[config.mk]
export PLATFORM = sky130hd
export DESIGN_NAME = ps2_rx_frame_flat
export DESIGN_NICKNAME = d
export VERILOG_FILES = /design/src/rtl/ps2_rx_frame_if.sv /design/src/rtl/ps2_rx_frame.sv /design/src/flat_wrapper.sv
export SDC_FILE = /design/constraint.sdc
export NUM_CORES = 1
export LEC_CHECK = 0
export CAP_MARGIN = 30
export CORE_MARGIN = 2
export CORE_UTILIZATION = 55
export CTS_CLUSTER_SIZE = 40
export DETAILED_ROUTE_END_ITERATION = 12
export HOLD_SLACK_MARGIN = 0.06
export PLACE_DENSITY = 0.79
export SLEW_MARGIN = 20
export SYNTH_ARGS = -nofsm -noshare
export SYNTH_HDL_FRONTEND = slang
export SYNTH_SLANG_ARGS = --single-unit
[constraint.sdc]
create_clock -name clk -period 3.9 [get_ports clk]
set_input_delay 0.78 -clock clk [delete_from_list [all_inputs] [get_ports clk]]
set_output_delay 0.78 -clock clk [all_outputs]
set_load 0.005 [all_outputs]
[src/rtl/ps2_rx_frame_if.sv]
// ps2_rx_frame_if
// Bundles the PS/2 pin inputs, the receive enable and the received-byte
// outputs of the PS/2 frame receiver.
//   i_en       receive enable (driven by the master)
//   i_ps2_clk  raw PS/2 clock pin, idle high (driven by the master)
//   i_ps2_dat  raw PS/2 data pin, idle high (driven by the master)
//   o_data     last good byte (driven by the receiver)
//   o_valid    one-cycle pulse: o_data updated (driven by the receiver)
//   o_err      one-cycle pulse: parity/stop/timeout error (driven by the receiver)
//   o_busy     frame in progress (driven by the receiver)
interface ps2_rx_frame_if;
  logic       i_en;
  logic       i_ps2_clk;
  logic       i_ps2_dat;
  logic [7:0] o_data;
  logic       o_valid;
  logic       o_err;
  logic       o_busy;

  modport master (
    output i_en, i_ps2_clk, i_ps2_dat,
    input  o_data, o_valid, o_err, o_busy
  );

  modport slave (
    input  i_en, i_ps2_clk, i_ps2_dat,
    output o_data, o_valid, o_err, o_busy
  );
endinterface

[src/rtl/ps2_rx_frame.sv]
// ps2_rx_frame
// Receives PS/2 device->host frames (start, 8 data bits LSB first, odd parity,
// stop) from the raw pins and presents each good byte on o_data with a
// one-cycle o_valid pulse. Bad parity, bad stop bit or a stalled frame give a
// one-cycle o_err pulse instead.
//   clk    system clock
//   i_rst  asynchronous reset, active-high
//   bus    slave side of ps2_rx_frame_if (pins, enable, byte outputs)
//
// state  | meaning
// -------+------------------------------------------------
// IDLE   | waiting for a start bit (data low on a clock fall)
// DATA   | shifting in the 8 data bits, LSB first
// PARITY | capturing the parity bit
// STOP   | checking stop bit and parity, reporting result
module ps2_rx_frame #(
  parameter int TIMEOUT_CYCLES = 5000
) (
  input  logic           clk,
  input  logic           i_rst,
  ps2_rx_frame_if.slave  bus
);

  localparam int WDOG_W = $clog2(TIMEOUT_CYCLES);

  typedef enum logic [1:0] {
    IDLE   = 2'd0,
    DATA   = 2'd1,
    PARITY = 2'd2,
    STOP   = 2'd3
  } state_t;

  state_t            r_state;
  logic [1:0]        r_clk_sync;
  logic [1:0]        r_dat_sync;
  logic              r_clk_prev;
  logic [7:0]        r_shift;
  logic              r_parity;
  logic [2:0]        r_count;
  logic [WDOG_W-1:0] r_wdog;
  logic [7:0]        r_data;
  logic              r_valid;
  logic              r_err;
  logic              r_busy;

  logic w_fall;
  logic w_dat;
  logic w_ok;
  logic w_expired;

  // Synchronisers reset to 1 (idle pin level) so leaving reset cannot look
  // like a falling edge.
  always_ff @(posedge clk or posedge i_rst) begin
    if (i_rst) begin
      r_clk_sync <= 2'b11;
      r_dat_sync <= 2'b11;
      r_clk_prev <= 1'b1;
    end else begin
      r_clk_sync <= {r_clk_sync[0], bus.i_ps2_clk};
      r_dat_sync <= {r_dat_sync[0], bus.i_ps2_dat};
      r_clk_prev <= r_clk_sync[1];
    end
  end

  assign w_fall    = r_clk_prev & ~r_clk_sync[1];
  assign w_dat     = r_dat_sync[1];
  assign w_ok      = w_dat & (^{r_shift, r_parity});
  assign w_expired = (r_wdog == WDOG_W'(TIMEOUT_CYCLES - 1));

  always_ff @(posedge clk or posedge i_rst) begin
    if (i_rst) begin
      r_state  <= IDLE;
      r_shift  <= 8'h00;
      r_parity <= 1'b0;
      r_count  <= 3'd0;
      r_wdog   <= '0;
      r_data   <= 8'h00;
      r_valid  <= 1'b0;
      r_err    <= 1'b0;
      r_busy   <= 1'b0;
    end else begin
      r_valid <= 1'b0;
      r_err   <= 1'b0;
      if (r_state == IDLE) begin
        r_wdog <= '0;
        if (w_fall && !w_dat && bus.i_en) begin
          r_state <= DATA;
          r_count <= 3'd0;
          r_busy  <= 1'b1;
        end
      end else if (w_fall) begin
        // A fall takes priority over a simultaneous watchdog expiry.
        r_wdog <= '0;
        case (r_state)
          DATA: begin
            r_shift <= {w_dat, r_shift[7:1]};
            r_count <= r_count + 3'd1;
            if (r_count == 3'd7) r_state <= PARITY;
          end
          PARITY: begin
            r_parity <= w_dat;
            r_state  <= STOP;
          end
          STOP: begin
            if (w_ok) begin
              r_data  <= r_shift;
              r_valid <= 1'b1;
            end else begin
              r_err <= 1'b1;
            end
            r_state <= IDLE;
            r_busy  <= 1'b0;
          end
          default: begin
            r_state <= IDLE;
            r_busy  <= 1'b0;
          end
        endcase
      end else if (w_expired) begin
        r_state <= IDLE;
        r_busy  <= 1'b0;
        r_err   <= 1'b1;
        r_wdog  <= '0;
      end else begin
        r_wdog <= r_wdog + WDOG_W'(1);
      end
    end
  end

  assign bus.o_data  = r_data;
  assign bus.o_valid = r_valid;
  assign bus.o_err   = r_err;
  assign bus.o_busy  = r_busy;

endmodule

[src/flat_wrapper.sv]
// flat-port wrapper written by rule: the top's interface ports become plain ports
module ps2_rx_frame_flat 
#(
  parameter int TIMEOUT_CYCLES = 5000
)
  (clk, i_rst, bus_i_en, bus_i_ps2_clk, bus_i_ps2_dat, bus_o_data, bus_o_valid, bus_o_err, bus_o_busy);
  ps2_rx_frame_if bus_i ();
  input  logic clk;
  input  logic i_rst;
  input wire logic [$bits(bus_i.i_en)-1:0] bus_i_en;
  input wire logic [$bits(bus_i.i_ps2_clk)-1:0] bus_i_ps2_clk;
  input wire logic [$bits(bus_i.i_ps2_dat)-1:0] bus_i_ps2_dat;
  output wire logic [$bits(bus_i.o_data)-1:0] bus_o_data;
  output wire logic [$bits(bus_i.o_valid)-1:0] bus_o_valid;
  output wire logic [$bits(bus_i.o_err)-1:0] bus_o_err;
  output wire logic [$bits(bus_i.o_busy)-1:0] bus_o_busy;
  assign bus_i.i_en = bus_i_en;
  assign bus_i.i_ps2_clk = bus_i_ps2_clk;
  assign bus_i.i_ps2_dat = bus_i_ps2_dat;
  assign bus_o_data = bus_i.o_data;
  assign bus_o_valid = bus_i.o_valid;
  assign bus_o_err = bus_i.o_err;
  assign bus_o_busy = bus_i.o_busy;
  ps2_rx_frame #(.TIMEOUT_CYCLES(TIMEOUT_CYCLES)) u_core (.clk(clk), .i_rst(i_rst), .bus(bus_i));
endmodule
==> impl_results.md, run 1 <==
* Result of the run: completed
* Type of the tightest min-delay check: flop to flop
* Hold Fails Final Rpt at 0
* IO Count at 16
* Die height at between 60 and 70 microns
* Insertion delay to the later sink of the worst-skew pair at approximately 0.36 ns
* TritonCTS clock tree: done
* Final clock period utilization by the worst path at 0.568
* Routability cong. at around 0.77
* Overall routed net length at about 3.5 mm
* Number of global-route vias before repair at ~1300
* Power per Cell Area at around 630 nW/um^2
* Area growth syn-to-layout at 13.6%
* Setup repair after global routing missed its margin: no
* Leakage at around 1.1 nW
* Maximum fanout along the worst path at 15
* Most common library cell in the layout ignoring fill and taps: sky130_fd_sc_hd__dfrtp_1
* Final setup vio count at 0
* Maximum number of pins on one net before global-route repair at 26
* Number of buffers on the longest clock path at 2
* Mapped Avg Cell Area at between 10 and 15 sq um
* IR Drop Worst-Case VDD at between 400 and 500 uV
* Netlist cell types at 30
* DRC errors left at 0
* Slowest cell on crit path: sky130_fd_sc_hd__a311o_1
* Antenna Diode Count at 0
* Overall die area at approximately 4100 sq um
* Average via count per standard cell at between 5 and 6
* Worst clock skew on the final layout at 0.0126 ns
* Critical path arrival at between 2 and 2.5 ns
* Clock tree sinks at between 40 and 50
* Initial antenna violation count at 0
* Highest-count cells in the layout ignoring fill and taps: 38 x sky130_fd_sc_hd__dfrtp_1, 18 x sky130_fd_sc_hd__mux2_2, 15 x sky130_fd_sc_hd__nor2_1, 15 x sky130_fd_sc_hd__clkdlybuf4s50_1, 10 x sky130_fd_sc_hd__nand2_1
* Synthesized Nets at 175
* Max Fclk at 0.451 GHz
* Critical Path Source Type: flop
* CTS clk-pin slew, worst paths at around 0.11 ns
* Worst slew pin tran at approximately 0.6 ns
* Kind of cell adding the most delay to the critical path: compound AO/OA/AOI/OAI gates
* Number of buffers added for setup after CTS at 0
* Ys Warns at 0
* Maximum level of the CTS H-tree at 2
* Layout cell share with drive strength beyond 1 at 0.186
* Critical path start-end classification: flop to flop
* Count of cells resized by post-cts repair at 0
* GRT Total Usage at 0.196
* Post-synth design cell area at between 1500 and 2000 sq um
* Total via count in the routed design at about 1300
* Clock root buffer master: sky130_fd_sc_hd__clkbuf_4
* Buffers on Ports at 15
* Setup TNS at 0 ns
* Placed wire-length estimate at 2.57 mm
* Overall overflow remaining after global route at 0
* Worst Setup End Kind: flop
* CP cell instances: nor2b_1 > a311o_1 > o311a_1 > mux2i_1
* Number of rows in the core area at 21
* Data required time of the critical path at ~4.2 ns
* Final-stage net count at roughly 200
* Initial Util at 0.584
* Fill cell instance count of the final layout at 277
* Starting DRC count in detailed routing at 61
* Antenna-violating nets left at 0
* Summed area of non-filler cells in the final layout at around 2300 sq um
* Synthesized instance count at 161
* Number of buffers inserted for hold repair after clock tree synthesis at 0
* Number of buffers created by CTS at 5
* Worst Path Buf+Inv at 0
* Routed WL per cell at between 15 and 20 microns
* Tmin final at roughly 2.2 ns
* Slew Limit Headroom at 0.593
* Die outline width at about 64 microns
* First-pass GRT wire length at about 6.1 mm
* Yosys reg bits at 43
* First drt pass iteration count at 4
* Core Region at approximately 3400 sq um
* Final Max Slew Viols at 0
* Sequential share of the synthesized area at 0.542
* Max Cap Viol at 0
* Instance area after placement at about 2200 sq um
* CP max stage delay at approximately 0.58 ns
==> path summary, 6_finish.rpt <==
| path | start | endpoint | slack, ns | depth (start not counted) |
|---|---|---|---|---|
| worst max-delay path | u_core.r_clk_prev | u_core.r_state[0] | 1.68 | 4 |
| worst min-delay path | u_core.r_clk_sync[0] | u_core.r_clk_sync[1] | 0.36 | 0 |
| worst max register to register | u_core.r_clk_prev | u_core.r_state[0] | 1.68 | 4 |
| worst min register to register | u_core.r_clk_sync[0] | u_core.r_clk_sync[1] | 0.36 | 0 |
| max in group asynchronous | i_rst | u_core.bus.o_err | 2.50 | 4 |
| min in group asynchronous | i_rst | u_core.r_wdog[11] | 0.67 | 2 |
==> routing by layer <==
metal / vias to the layer above / track usage / share of wire
li1: 608 / - / -
met1: 635 / 0.241 / 0.42
met2: 50 / 0.326 / 0.51
met3: 8 / 0.0563 / 0.055
met4: 0 / 0.0798 / 0.020
met5: - / 0 / 0
==> through the flow <==
stage                     total power [W]  worst slack (ns)   util  hold WS [ns]  cells
after floorplan                   0.00106              2.13      -         0.345    161
after global placement            0.00117              1.78  0.644         0.349    220
after detailed placement          0.00122              1.70  0.644         0.347    220
after CTS                         0.00143              1.69  0.659         0.365    228
after global routing              0.00152              1.47  0.664         0.369    229
final                             0.00143              1.68  0.664         0.363    229
==> layout make-up <==
cell class | count | area [sq um] | area share
inverter | 5 | 18.8 | 0.00828
sequential | 43 | 1080 | 0.477
clock inverter | 3 | 15.0 | 0.00662
tap | 46 | 57.6 | 0.0254
timing repair buffer | 17 | 173 | 0.0762
multi-input combinational | 110 | 883 | 0.390
clock buffer | 5 | 37.5 | 0.0166
==> cells by family (layout without fill, tap and decap cells) <==
family                     count (synthesis)  count (layout)  share of synthesized area
adders and majority gates                  9               9                     0.0564
and+or+nand+nor                           52              52                      0.132
DFF                                       43              43                      0.542
xor gates and xnor gates                  16              16                     0.0915
buffers and inverters                      8              30                     0.0150
AOI/OAI and AO/OA                         11              11                     0.0389
muxes                                     22              22                      0.124
==> report_power, final <==
| part | internal, W | switching (W) |
|---|---|---|
| Sequential | 0.000549 | 0.0000978 |
| Clock | 0.0000672 | 0.000141 |
| Combinational | 0.000315 | 0.000256 |
| Total | 0.000931 | 0.000495 |
==> cells in the mapped netlist, drive strengths merged <==
| master | count | area share |
|---|---|---|
| nand3 | 6 | 0.015 |
| xnor2 | 6 | 0.026 |
| ha | 9 | 0.056 |
| a22o | 2 | 0.0088 |
| mux2i | 3 | 0.015 |
| nor2b | 1 | 0.0031 |
| nor4b | 2 | 0.0088 |
| or3 | 1 | 0.0031 |
| nor3 | 2 | 0.0050 |
| nand2 | 10 | 0.019 |
| a31oi | 1 | 0.0031 |
| nand4 | 6 | 0.019 |
| inv | 5 | 0.0094 |
| xor3 | 1 | 0.012 |
| a311o | 1 | 0.0050 |
| xor2 | 7 | 0.031 |
| dfrtp | 38 | 0.48 |
| dfstp | 5 | 0.066 |
| o311a | 1 | 0.0050 |
| nand2b | 3 | 0.0094 |
| xnor3 | 2 | 0.023 |
| and4 | 2 | 0.0088 |
| o32ai | 1 | 0.0044 |
| a21oi | 2 | 0.0050 |
| nor2 | 15 | 0.028 |
| and3 | 4 | 0.013 |
| mux2 | 19 | 0.11 |
| clkbuf | 3 | 0.0056 |
| o21ai | 3 | 0.0075 |
==> sequential cells by signal, summed over array words and instances (netlist names) <==
name,count
u_core.bus.o_busy,1
u_core.bus.o_data,8
u_core.bus.o_err,1
u_core.bus.o_valid,1
u_core.r_clk_prev,1
u_core.r_clk_sync,2
u_core.r_count,3
u_core.r_dat_sync,2
u_core.r_parity,1
u_core.r_shift,8
u_core.r_state,2
u_core.r_wdog,13
No activity file was read; power rests on OpenSTA's default activity.
==> run 2, diff against run 1 <==
clock period = 2.2 ns   (was 3.9 ns; I/O delays follow)
==> run 2 against run 1 <==
  * Sequential share of layout area is 0.053 points higher
  * Via count is 1.1% lower
  * Global-route usage is 0.43 points lower
  * First-iteration DRC count is 9.8% lower
  * Critical endpoint is now u_core.bus.o_data[3]
  * Largest power group unchanged
==> impl_results.md, run 2 (synthesis results as in run 1) <==
* Worst Setup End Kind: flop
* Register-to-Register Path Depth at 4
* CP cell instances: xor2_1 > xnor3_1 > mux2_4 > mux2_2
* Launching point of the worst reg2reg path: u_core.r_shift[4]
* Total via count in the routed design at 1287
* Final Instance Count excl. Fillers at 230
* Layout cell share with drive strength beyond 1 at 0.179
* Max Cap Viol at 0
* Result of the run: completed
* Initial antenna violation count at 0
* Critical path start-end classification: flop to flop
* Final-stage net count at about 200
* Fill cell instance count of the final layout at 281
* Maximum number of pins on one net before global-route repair at between 40 and 50
* Number of buffers added for setup after CTS at 0
* Max Fclk at ~0.55 GHz
* Overall die area at roughly 4100 sq um
* Capture point of the worst reg-to-reg path: u_core.bus.o_data[3]
* First-pass GRT wire length at between 6 and 7 mm
* Most common library cell in the layout ignoring fill and taps: sky130_fd_sc_hd__dfrtp_1
* Insertion delay to the later sink of the worst-skew pair at between 0.3 and 0.4 ns
* Overall routed net length at between 3 and 4 mm
* Source of the worst hold timing path: u_core.r_clk_sync[0]
* Critical Path Source Type: flop
* Number of buffers on the longest clock path at 2
* Highest-count cells in the layout ignoring fill and taps: 38 x sky130_fd_sc_hd__dfrtp_1, 18 x sky130_fd_sc_hd__mux2_2, 15 x sky130_fd_sc_hd__nor2_1, 15 x sky130_fd_sc_hd__clkdlybuf4s50_1, 10 x sky130_fd_sc_hd__nand2_1
* Final clock period utilization by the worst path at 0.828
* Setup repair after global routing missed its margin: no
* Post-layout total power at 0.00249 W
* Placed Cells incl. Taps at approximately 220
* Area of the multi-input gates at just under 900 sq um
* Starting DRC count in detailed routing at 55
* Worst Hold Path EP: u_core.r_clk_sync[1]
* Slew Limit Headroom at 0.652
* Maximum level of the CTS H-tree at 2
* Area growth syn-to-layout at 13.5%
* Largest register by flop count: u_core.r_wdog
* Routability cong. at 0.773
* Summed area of non-filler cells in the final layout at 2260 sq um
* Instance area after placement at roughly 2200 sq um
* Antenna-violating nets left at 0
* TritonCTS clock tree: done
* Data required time of the critical path at 2.45 ns
* Die outline width at ~64 microns
* Slowest cell on crit path: sky130_fd_sc_hd__xnor3_1
* Worst clock skew on the final layout at 0.00981 ns
* Number of global-route vias before repair at around 1300
* Setup TNS at 0 ns
* Type of the tightest min-delay check: flop to flop
* Final setup vio count at 0
* First drt pass iteration count at 4
* Register Area at between 1000 and 1500 sq um
* Final Max Slew Viols at 0
* Initial Util at 0.584
* Hold Fails Final Rpt at 0
* Clock tree sinks at between 40 and 50
* DRC errors left at 0
* Number of rows in the core area at 21
* CTS clk-pin slew, worst paths at 0.12 ns
* Critical path arrival at about 2.1 ns
* Routed WL per cell at about 14 microns
* Number of buffers created by CTS at 5
* Die height at around 64 microns
* Overall overflow remaining after global route at 0
* Setup slack, reg-to-reg at approximately 0.38 ns
* Tmin final at roughly 1.8 ns
* Average via count per standard cell at ~5.6
* Number of flip-flops in the largest register at 13
* IO Count at 16
* Worst slew pin tran at ~0.52 ns
* Buffers on Ports at 15
* Leakage at about 1.1 nW
* CP max stage delay at around 0.46 ns
* Worst Hold Depth at 0
* Count of cells resized by post-cts repair at 0
* Placed wire-length estimate at about 2.3 mm
* IR Drop Worst-Case VDD at 619 uV
* Number of buffers inserted for hold repair after clock tree synthesis at 0
* Clock root buffer master: sky130_fd_sc_hd__clkbuf_4
* Core Region at approximately 3400 sq um
* GRT Total Usage at 0.192
* Power per Cell Area at approximately 1100 nW/um^2
* Maximum fanout along the worst path at 8
* Antenna Diode Count at 0
[run 2: worst max-delay path by stage]
stage	slack (ns)	from	endpoint	cells after the start
after floorplan	0.48	u_core.r_shift[4]	u_core.bus.o_data[0]	4
after global placement	0.41	u_core.r_shift[4]	u_core.bus.o_data[5]	4
after detailed placement	0.37	u_core.r_shift[4]	u_core.bus.o_data[3]	4
after CTS	0.36	u_core.r_shift[4]	u_core.bus.o_data[3]	4
after global routing	0.25	u_core.r_wdog[5]	u_core.r_state[1]	4
final	0.38	u_core.r_shift[4]	u_core.bus.o_data[3]	4
[run 2: metrics by stage]
stage | util | hold WS [ns] | worst slack [ns]
finish | 0.663 | 0.363 | 0.377
detailed placement | 0.648 | 0.347 | 0.373
global placement | 0.648 | 0.346 | 0.411
CTS | 0.663 | 0.365 | 0.357
floorplan | - | 0.345 | 0.476
global route | 0.663 | 0.372 | 0.251
[run 2: layout make-up]
cell class                 instances  share of cell area
tap                               46              0.0254
inverter                           5             0.00829
clock inverter                     1             0.00221
timing repair buffer              18              0.0762
multi-input combinational        110               0.390
clock buffer                       7              0.0199
sequential                        43               0.478
[run 2: worst max-delay path: cells and delay by family (launching register included)]
family                    cells  cell delay (ns)
xor gates and xnor gates      2             0.63
DFF                           1             0.43
muxes                         2             0.65
[run 2: where the power goes]
part           switching (W)  leakage (nW)  internal [W]
Sequential          0.000164         0.561      0.000972
Clock               0.000238        0.0293      0.000125
Combinational       0.000423         0.462      0.000567
Total               0.000825          1.05       0.00166
[run 2: metal layers]
layer | share of wire | track usage
met5 | 0 | 0
met4 | 0.013 | 0.0691
met3 | 0.045 | 0.0528
met2 | 0.51 | 0.328
met1 | 0.43 | 0.232
